### src/rtl/cgp_eval_pkg.sv
// Shared constants, state encoding and vec field offsets for the CGP adder
// fitness evaluator and its candidate harness.
package cgp_eval_pkg;

  localparam int WIDTH = 3;
  localparam int N_IN  = 2*WIDTH + 1;
  localparam int N_OUT = WIDTH + 1;
  localparam int CNT_W = N_IN + $clog2(N_OUT) + 1;

  // vec bit-field offsets: a in [A_LSB +: WIDTH], b in [B_LSB +: WIDTH], cin at CIN_BIT
  localparam int A_LSB   = 0;
  localparam int B_LSB   = WIDTH;
  localparam int CIN_BIT = 2*WIDTH;

  typedef enum logic [1:0] {
    ST_IDLE = 2'd0,
    ST_RUN  = 2'd1,
    ST_FIN  = 2'd2
  } eval_state_e;

  // Number of set bits in a candidate/golden difference, sized for the accumulator
  function automatic logic [CNT_W-1:0] popcnt(input logic [N_OUT-1:0] x);
    logic [CNT_W-1:0] c;
    c = '0;
    for (int i = 0; i < N_OUT; i++) c = c + CNT_W'(x[i]);
    return c;
  endfunction

endpackage

### src/rtl/cgp_golden_add.sv
// Reference WIDTH-bit adder with carry-in; output is {cout, sum}.
module cgp_golden_add #(
  parameter int W = 3
) (
  input  logic [2*W:0] vec,
  output logic [W:0]   gold
);

  // a + b + cin evaluated at W+1 bits so the carry lands in the top bit
  always_comb begin
    gold = {1'b0, vec[W-1:0]} + {1'b0, vec[2*W-1:W]} + {{W{1'b0}}, vec[2*W]};
  end

endmodule

### src/rtl/cgp_fitness_eval.sv
// Exhaustive fitness evaluator for evolved 3-bit adder candidates.
// Sweeps every input vector through the candidate, counts mismatches vs. the
// built-in golden adder and publishes the count as fitness.
// Build option: FITNESS_HAMMING_EN -> weight each vector by the number of
// wrong output bits instead of a single any-bit-wrong flag.
module cgp_fitness_eval
  import cgp_eval_pkg::*;
(
  input  logic             clk,
  input  logic             rst_n,
  input  logic             start,
  input  logic             abort,
  output logic [N_IN-1:0]  vec,
  input  logic [N_OUT-1:0] cand_out,
  output logic             busy,
  output logic             done,
  output logic [CNT_W-1:0] err_count,
  output logic             perfect
);

  localparam logic [N_IN-1:0] VEC_LAST = '1;

  eval_state_e      state_q, state_d;
  logic [N_IN-1:0]  vec_q, vec_d;
  logic [CNT_W-1:0] acc_q, acc_d;
  logic [CNT_W-1:0] err_q, err_d;
  logic             busy_q, busy_d;
  logic             done_q, done_d;
  logic             perf_q, perf_d;

  logic [N_OUT-1:0] gold;
  logic [N_OUT-1:0] diff;
  logic [CNT_W-1:0] weight;

  cgp_golden_add #(.W(WIDTH)) u_gold (
    .vec  (vec_q),
    .gold (gold)
  );

  // Per-vector mismatch weight; the candidate path is purely combinational from vec_q
  always_comb begin
    diff = cand_out ^ gold;
`ifdef FITNESS_HAMMING_EN
    weight = popcnt(diff);
`else
    weight = CNT_W'(|diff);
`endif
  end

  // Next-state: sweep control, accumulation and result publication.
  // The result registers are loaded on the RUN->FIN edge so done, busy drop
  // and err_count all appear in the single FIN cycle.
  always_comb begin
    state_d = state_q;
    vec_d   = vec_q;
    acc_d   = acc_q;
    err_d   = err_q;
    busy_d  = busy_q;
    done_d  = 1'b0;
    perf_d  = perf_q;
    case (state_q)
      ST_IDLE: begin
        if (start) begin
          state_d = ST_RUN;
          vec_d   = '0;
          acc_d   = '0;
          busy_d  = 1'b1;
        end
      end
      ST_RUN: begin
        if (abort) begin
          state_d = ST_IDLE;
          vec_d   = '0;
          busy_d  = 1'b0;
        end else begin
          acc_d = acc_q + weight;
          if (vec_q == VEC_LAST) begin
            state_d = ST_FIN;
            busy_d  = 1'b0;
            done_d  = 1'b1;
            err_d   = acc_d;
            perf_d  = (acc_d == '0);
          end else begin
            vec_d = vec_q + N_IN'(1);
          end
        end
      end
      ST_FIN:  state_d = ST_IDLE;
      default: state_d = ST_IDLE;
    endcase
  end

  // State and registered outputs
  always_ff @(posedge clk or negedge rst_n) begin
    if (!rst_n) begin
      state_q <= ST_IDLE;
      vec_q   <= '0;
      acc_q   <= '0;
      err_q   <= '0;
      busy_q  <= 1'b0;
      done_q  <= 1'b0;
      perf_q  <= 1'b0;
    end else begin
      state_q <= state_d;
      vec_q   <= vec_d;
      acc_q   <= acc_d;
      err_q   <= err_d;
      busy_q  <= busy_d;
      done_q  <= done_d;
      perf_q  <= perf_d;
    end
  end

  assign vec       = vec_q;
  assign busy      = busy_q;
  assign done      = done_q;
  assign err_count = err_q;
  assign perfect   = perf_q;

endmodule

### config.mk
export PLATFORM = sky130hd
export DESIGN_NAME = cgp_fitness_eval
export DESIGN_NICKNAME = d
export VERILOG_FILES = /design/src/rtl/cgp_eval_pkg.sv /design/src/rtl/cgp_golden_add.sv /design/src/rtl/cgp_fitness_eval.sv
export SDC_FILE = /design/constraint.sdc
export NUM_CORES = 1
export LEC_CHECK = 0
export CORE_ASPECT_RATIO = 0.75
export CORE_MARGIN = 10
export CORE_UTILIZATION = 35
export CTS_BUF_LIST = sky130_fd_sc_hd__clkbuf_16
export DETAILED_ROUTE_END_ITERATION = 10
export SYNTH_ARGS = -nofsm -noshare
export SYNTH_HDL_FRONTEND = slang
export SYNTH_SLANG_ARGS = --single-unit
### constraint.sdc
create_clock -name clk -period 4 [get_ports clk]
set_clock_uncertainty 0.1 [all_clocks]
set_input_delay 0.6 -clock clk [delete_from_list [all_inputs] [get_ports clk]]
set_output_delay 0.6 -clock clk [all_outputs]
set_load 0.02 [all_outputs]
======== Word-level counts from Yosys, hierarchy flattened ========
Index checks and enable logic that the tools add are counted.
operators by class
  bitwise operators ....................... 2
  equal/unequal tests ..................... 6
  $add $sub $neg .......................... 4
  reductions and logical operators ........ 9
  multiplexer cells ....................... 18
operator list
  kind                                                                   count
  7-bit 2-to-1 mux                                                       3
  10-bit 2-to-1 mux                                                      2
  10-bit case mux with 2 select lines                                    1
  7-bit case mux with 2 select lines                                     1
  3-bit AND reduction                                                    4
  10-bit by 1-bit adder with 10-bit output                               1
  10-bit logical NOT                                                     1
  7-bit by 1-bit adder with 7-bit output, second input constant          1
  7-bit equality test, second input constant                             1
  1-bit 2-to-1 mux                                                       6
  2-bit 2-to-1 mux                                                       3
  3-bit inequality test, second input constant                           2
  3-bit by 3-bit adder with 4-bit output                                 1
  4-bit by 1-bit adder with 4-bit output                                 1
  2-bit inequality test, second input constant                           2
  2-bit case mux with 2 select lines                                     1
  4-bit OR reduction                                                     1
  4-bit bitwise XOR                                                      1
  2-bit by 1-bit equality test with 1-bit output, second input constant  1
  2-bit logical NOT                                                      1
  1-bit case mux with 2 select lines                                     1
  2-bit AND reduction                                                    1
  2-bit nonzero test                                                     1
  1-bit NOT                                                              1
word-level totals
  word-level logic and storage cells ...... 46
  bits in registers ....................... 32
  input bits .............................. 8
  output and inout bits ................... 20

======== Logic depth before layout (Yosys ltp) ========
  word-level depth ........................ 7
  depth in mapped cells ................... 14
  gate-level depth less buffers ........... 14

======== By module ========
Synthesis repeated with hierarchy kept, for this count alone.
unflattened totals
  cells, all modules ...................... 197
  area total of the unflattened synthesis .. 1833.0 um^2
modules (own cells, without submodules)
  module            sequential area each (um^2)  times used  cells an instance  area each (um^2)
  cgp_fitness_eval  800.8                        1           182                1719.1
  cgp_golden_add    0.0                          1           15                 113.9

======== Worst setup path before layout ========
No wires, ideal clock.
  path type ............................... register to register
  start ................................... reg vec_q[0], in the netlist vec[0]
  end ..................................... reg err_q[8], in the netlist err_count[8]
  cell stages (with the launch flop) ...... 14
  library setup time ...................... 0.077 ns
  data required time ...................... 3.823 ns
  buffers on the path ..................... 0
  setup slack ............................. 0.851 ns
  clock period less this slack ............ 3.149 ns
  data arrival time ....................... 2.971 ns
  cells stage by stage .................... dfrtp_1 inv_1 fa_1 fa_1 xnor2_1 xnor2_1 nand4_1 ha_1 ha_1 nand4_1 nor2_1 nand3_1 xor2_1 a21oi_1
between the ends
  cells in the longest elaborated chain, start to end .. 5
  elaborated cells on any way between the ends .. 7
  classes of those cells .................. add/sub: 3; eq/ne: 1; bitwise: 1; reduce/logical: 2
RTL lines
  what                                      RTL line                 source
  start: declaration                        cgp_fitness_eval.sv:24   logic [N_IN-1:0] vec_q, vec_d;
  start signal: assignment                  cgp_fitness_eval.sv:105  vec_q <= vec_d;
  3-bit by 3-bit adder with 4-bit output    cgp_golden_add.sv:11     gold = {1'b0, vec[W-1:0]} + {1'b0, vec[2*W-1:W]} + {{W{1'b0}}, vec[2*W]};
  4-bit by 1-bit adder with 4-bit output    cgp_golden_add.sv:11
  4-bit bitwise XOR                         cgp_fitness_eval.sv:42   diff = cand_out ^ gold;
  4-bit OR reduction                        cgp_fitness_eval.sv:46   weight = CNT_W'(|diff);
  10-bit by 1-bit adder with 10-bit output  cgp_fitness_eval.sv:76   acc_d = acc_q + weight;
  end signal: assignment                    cgp_fitness_eval.sv:107  err_q <= err_d;
  end: declaration                          cgp_fitness_eval.sv:26   logic [CNT_W-1:0] err_q, err_d;
Several ways; a longest one is shown, not always the timed one.
A chain may end at the register's enable or synchronous reset.

======== Final worst setup path ========
  start ................................... reg vec_q[0], in the netlist vec[0]
  end ..................................... reg err_q[9], in the netlist err_count[9]
The elaborated chain is that of the path after synthesis.

==> impl_metrics.toml <==
[routing]
vias = 1429
drc_errors = 0
drtIter0Drc = 68
wirelength_mm = 4.24
ant_nets = 0
firstDrtPassIters = 4
viasPerCell = 5.00
wl_per_cell_um = 14.8

[worst_hold_path]
holdCritPathClass = "reg2reg"
holdPathEnd = "acc_q[0]"
hold_path_depth = 2
hp-start = "acc_q[0]"

[clock_network]
path_clk_slew_ns = 0.06
cts_buffers = 5
cts_tree = "yes"
clock-root-buffer = "clkbuf_16"
insertion_delay_ns = 0.28
cts_resized = 0
htree_levels = 2
clkSinkCount = 32
clockBufferDepth = 2
post_cts_buffers = 0
holdBufCountCts = 0

[run]
max_cap_viol_count = 0

[place]
dp_hpwl_mm = 3.03
gp_congestion = 0.792
pre_cts_ws_ns = 0.602
io_buffers = 27

[logic_synthesis]
syn_inst = 199
synth_area_sq_um = 1800
async_flop_share_pct = 100
syn_nets = 214
synth_cell_types = 35
synth.yosys.seq_area_share_pct = 44.4
synth_edf_count = 0
ys_ff_latch = 32
synth_area_per_cell_sq_um = 9.07
ys.flop_type = "dfrtp_1"
yosysWarnings = 0

[critical_path]
cpMaxStageDelayCell = "nor3_1"
cp_num_buf_inv = 1
cpPeakStageDelay_ns = 0.59
cp_max_fo = 6
r2r_slack_ns = 0.56
crit_path_cell_trace = "inv_1, fa_1, fa_1, xnor2_1, xnor2_1, nand4_1, ha_1, nand3_1, nor3_1, nand3_1, xor2_1, a21oi_1"
rr_worst_depth = 12
critical_path.top_delay_family = "adder cells"
cp.arrival_ns = 3.54
critPathCaptureType = "flip-flop"
start_kind = "flip-flop"
required_ns = 4.10
path_class = "reg2reg"
timing.rr.end = "err_count[9]"
reg2reg_from = "vec[0]"

[floorplanning]
rows = 22
core_area_sq_um = 4930
dieArea_sq_um = 8460
fp.dieW_um = 103
initial_utilization_pct = 36.6
ios = 28
dieHeight_um = 82.2

[sta]
relSlewSlack_pct = 55.9
setup_viol = 0
grt_setup_unrepaired = "false"
hold_viol_final = 0
fmax_mhz = 290
drv_slew = 0
hold_ws_ns = 0.413
layout_setup_ws_ns = 0.555
finalCritPeriodShare_pct = 86.1
final.min_clock_period_ns = 3.44
tns_ns = 0
tightest_slew_ns = 0.656

[status]
status = "finished clean"

[global_route]
grt_pass1_wl_mm = 7.29
antenna_found_initial = 0
grt-ovfl-total = 0
grt_max_degree = 33
grt_pass1_vias = 1498
grt_use_total_pct = 10.9

[finish]
final_common_cell = "dfrtp_1"
nNetsFinal = 240
area_growth_syn_to_layout_pct = 24.9
antenna_cells = 0
drive_gt1_share_pct = 6.64
final_cell_mix = "dfrtp_1 (32), clkdlybuf4s50_1 (27), nor2_1 (24)"

[pwr]
p_leak_nw = 0.923
power_density_nw_per_um2 = 379
peakVddDrop_mv = 0.262
==> cells in the mapped netlist, types with 2 or more instances <==
library cell | n | area share (%)
xor2_1 | 6 | 2.9
clkbuf_1 | 4 | 0.83
nand3_1 | 9 | 2.5
o31ai_1 | 8 | 3.3
a21o_1 | 2 | 0.83
and2_1 | 2 | 0.69
nand2b_1 | 5 | 1.7
inv_1 | 11 | 2.3
dfrtp_1 | 32 | 44
o22ai_1 | 2 | 0.69
or2_2 | 3 | 1.0
nand2_1 | 14 | 2.9
o21ai_0 | 17 | 4.7
buf_2 | 2 | 0.55
nor2_1 | 24 | 5.0
mux2_2 | 2 | 1.2
a31oi_1 | 2 | 0.69
ha_1 | 5 | 3.5
nor3_1 | 5 | 1.4
a21oi_1 | 13 | 3.6
nand4_1 | 3 | 1.0
buf_1 | 2 | 0.42
fa_1 | 2 | 2.2
buf_4 | 2 | 0.83
nor2b_1 | 3 | 1.0
xnor2_1 | 10 | 4.9
==> tightest hold or removal path: cells and delay by family, from the launching register on <==
kind,cells,cell delay (ns)
DFF,1,0.36
AOI/OAI and AO/OA,1,0.07
and+or+nand+nor,1,0.05
==> area by class of cell <==
| class | instances | area (sq um) |
|---|---|---|
| flip-flops and latches | 32 | 801 |
| fillers | 486 | 2670 |
| clock inverters | 3 | 11.3 |
| inverters | 11 | 41.3 |
| repair buffers | 29 | 285 |
| clock buffers | 5 | 125 |
| well taps | 60 | 75.1 |
| multi-input cells | 146 | 915 |
==> flip-flops by register name, summed over array words and instances (netlist names) <==
signal and count:
busy 1, perfect 1, err_count 10, state_q 2
acc_q 10, vec 7, done 1
==> routing by layer <==
layer	vias up	wire length, um	part of all wire (%)	global-route usage (%)
met3	5	234	5.5	3.24
met4	0	66	1.6	4.57
met2	24	1820	43	16.6
met1	672	2130	50	14.3
met5	-	0	0	0
li1	728	-	-	-
==> power by group <==
part / leakage [nW] / internal, mW / switching [mW]
registers: 0.435 / 0.340 / 0.0197
logic: 0.414 / 0.0577 / 0.0791
clock network: 0.0738 / 0.224 / 0.135
==> worst max-delay path by stage <==
| stage | start | endpoint | slack, ns | cells past startpoint |
|---|---|---|---|---|
| after CTS | vec[0] | err_count[9] | 0.57 | 12 |
| after global routing | vec[0] | err_count[9] | 0.27 | 12 |
| after global placement | vec[0] | err_count[9] | 0.77 | 12 |
| final | vec[0] | err_count[9] | 0.56 | 12 |
| after detailed placement | vec[0] | err_count[9] | 0.60 | 12 |
| after floorplan | vec[0] | err_count[8] | 0.85 | 13 |
==> cell families (layout without fill, tap and decap cells) <==
| family | count (synthesis) | count (layout) | share of synthesized area, % |
|---|---|---|---|
| AOI/OAI and AO/OA | 49 | 49 | 17.1 |
| xor gates and xnor gates | 16 | 16 | 7.77 |
| adders and majority gates | 7 | 7 | 5.69 |
| buffers and inverters | 21 | 48 | 4.92 |
| DFF | 32 | 32 | 44.4 |
| muxes | 2 | 2 | 1.25 |
| and+or+nand+nor | 72 | 72 | 18.9 |
==> stage by stage <==
stage          cell area [sq um]  std cells  power [mW]  util (%)
2_1_floorplan               1800        199       0.451         -
3_3_place_gp                2120        278       0.502      43.0
3_5_place_dp                2120        278       0.501      43.0
4_1_cts                     2250        286       0.862      45.7
5_1_grt                     2250        286       0.897      45.7
6_report                    2250        286       0.855      45.7
No activity file was read; power rests on OpenSTA's default activity.
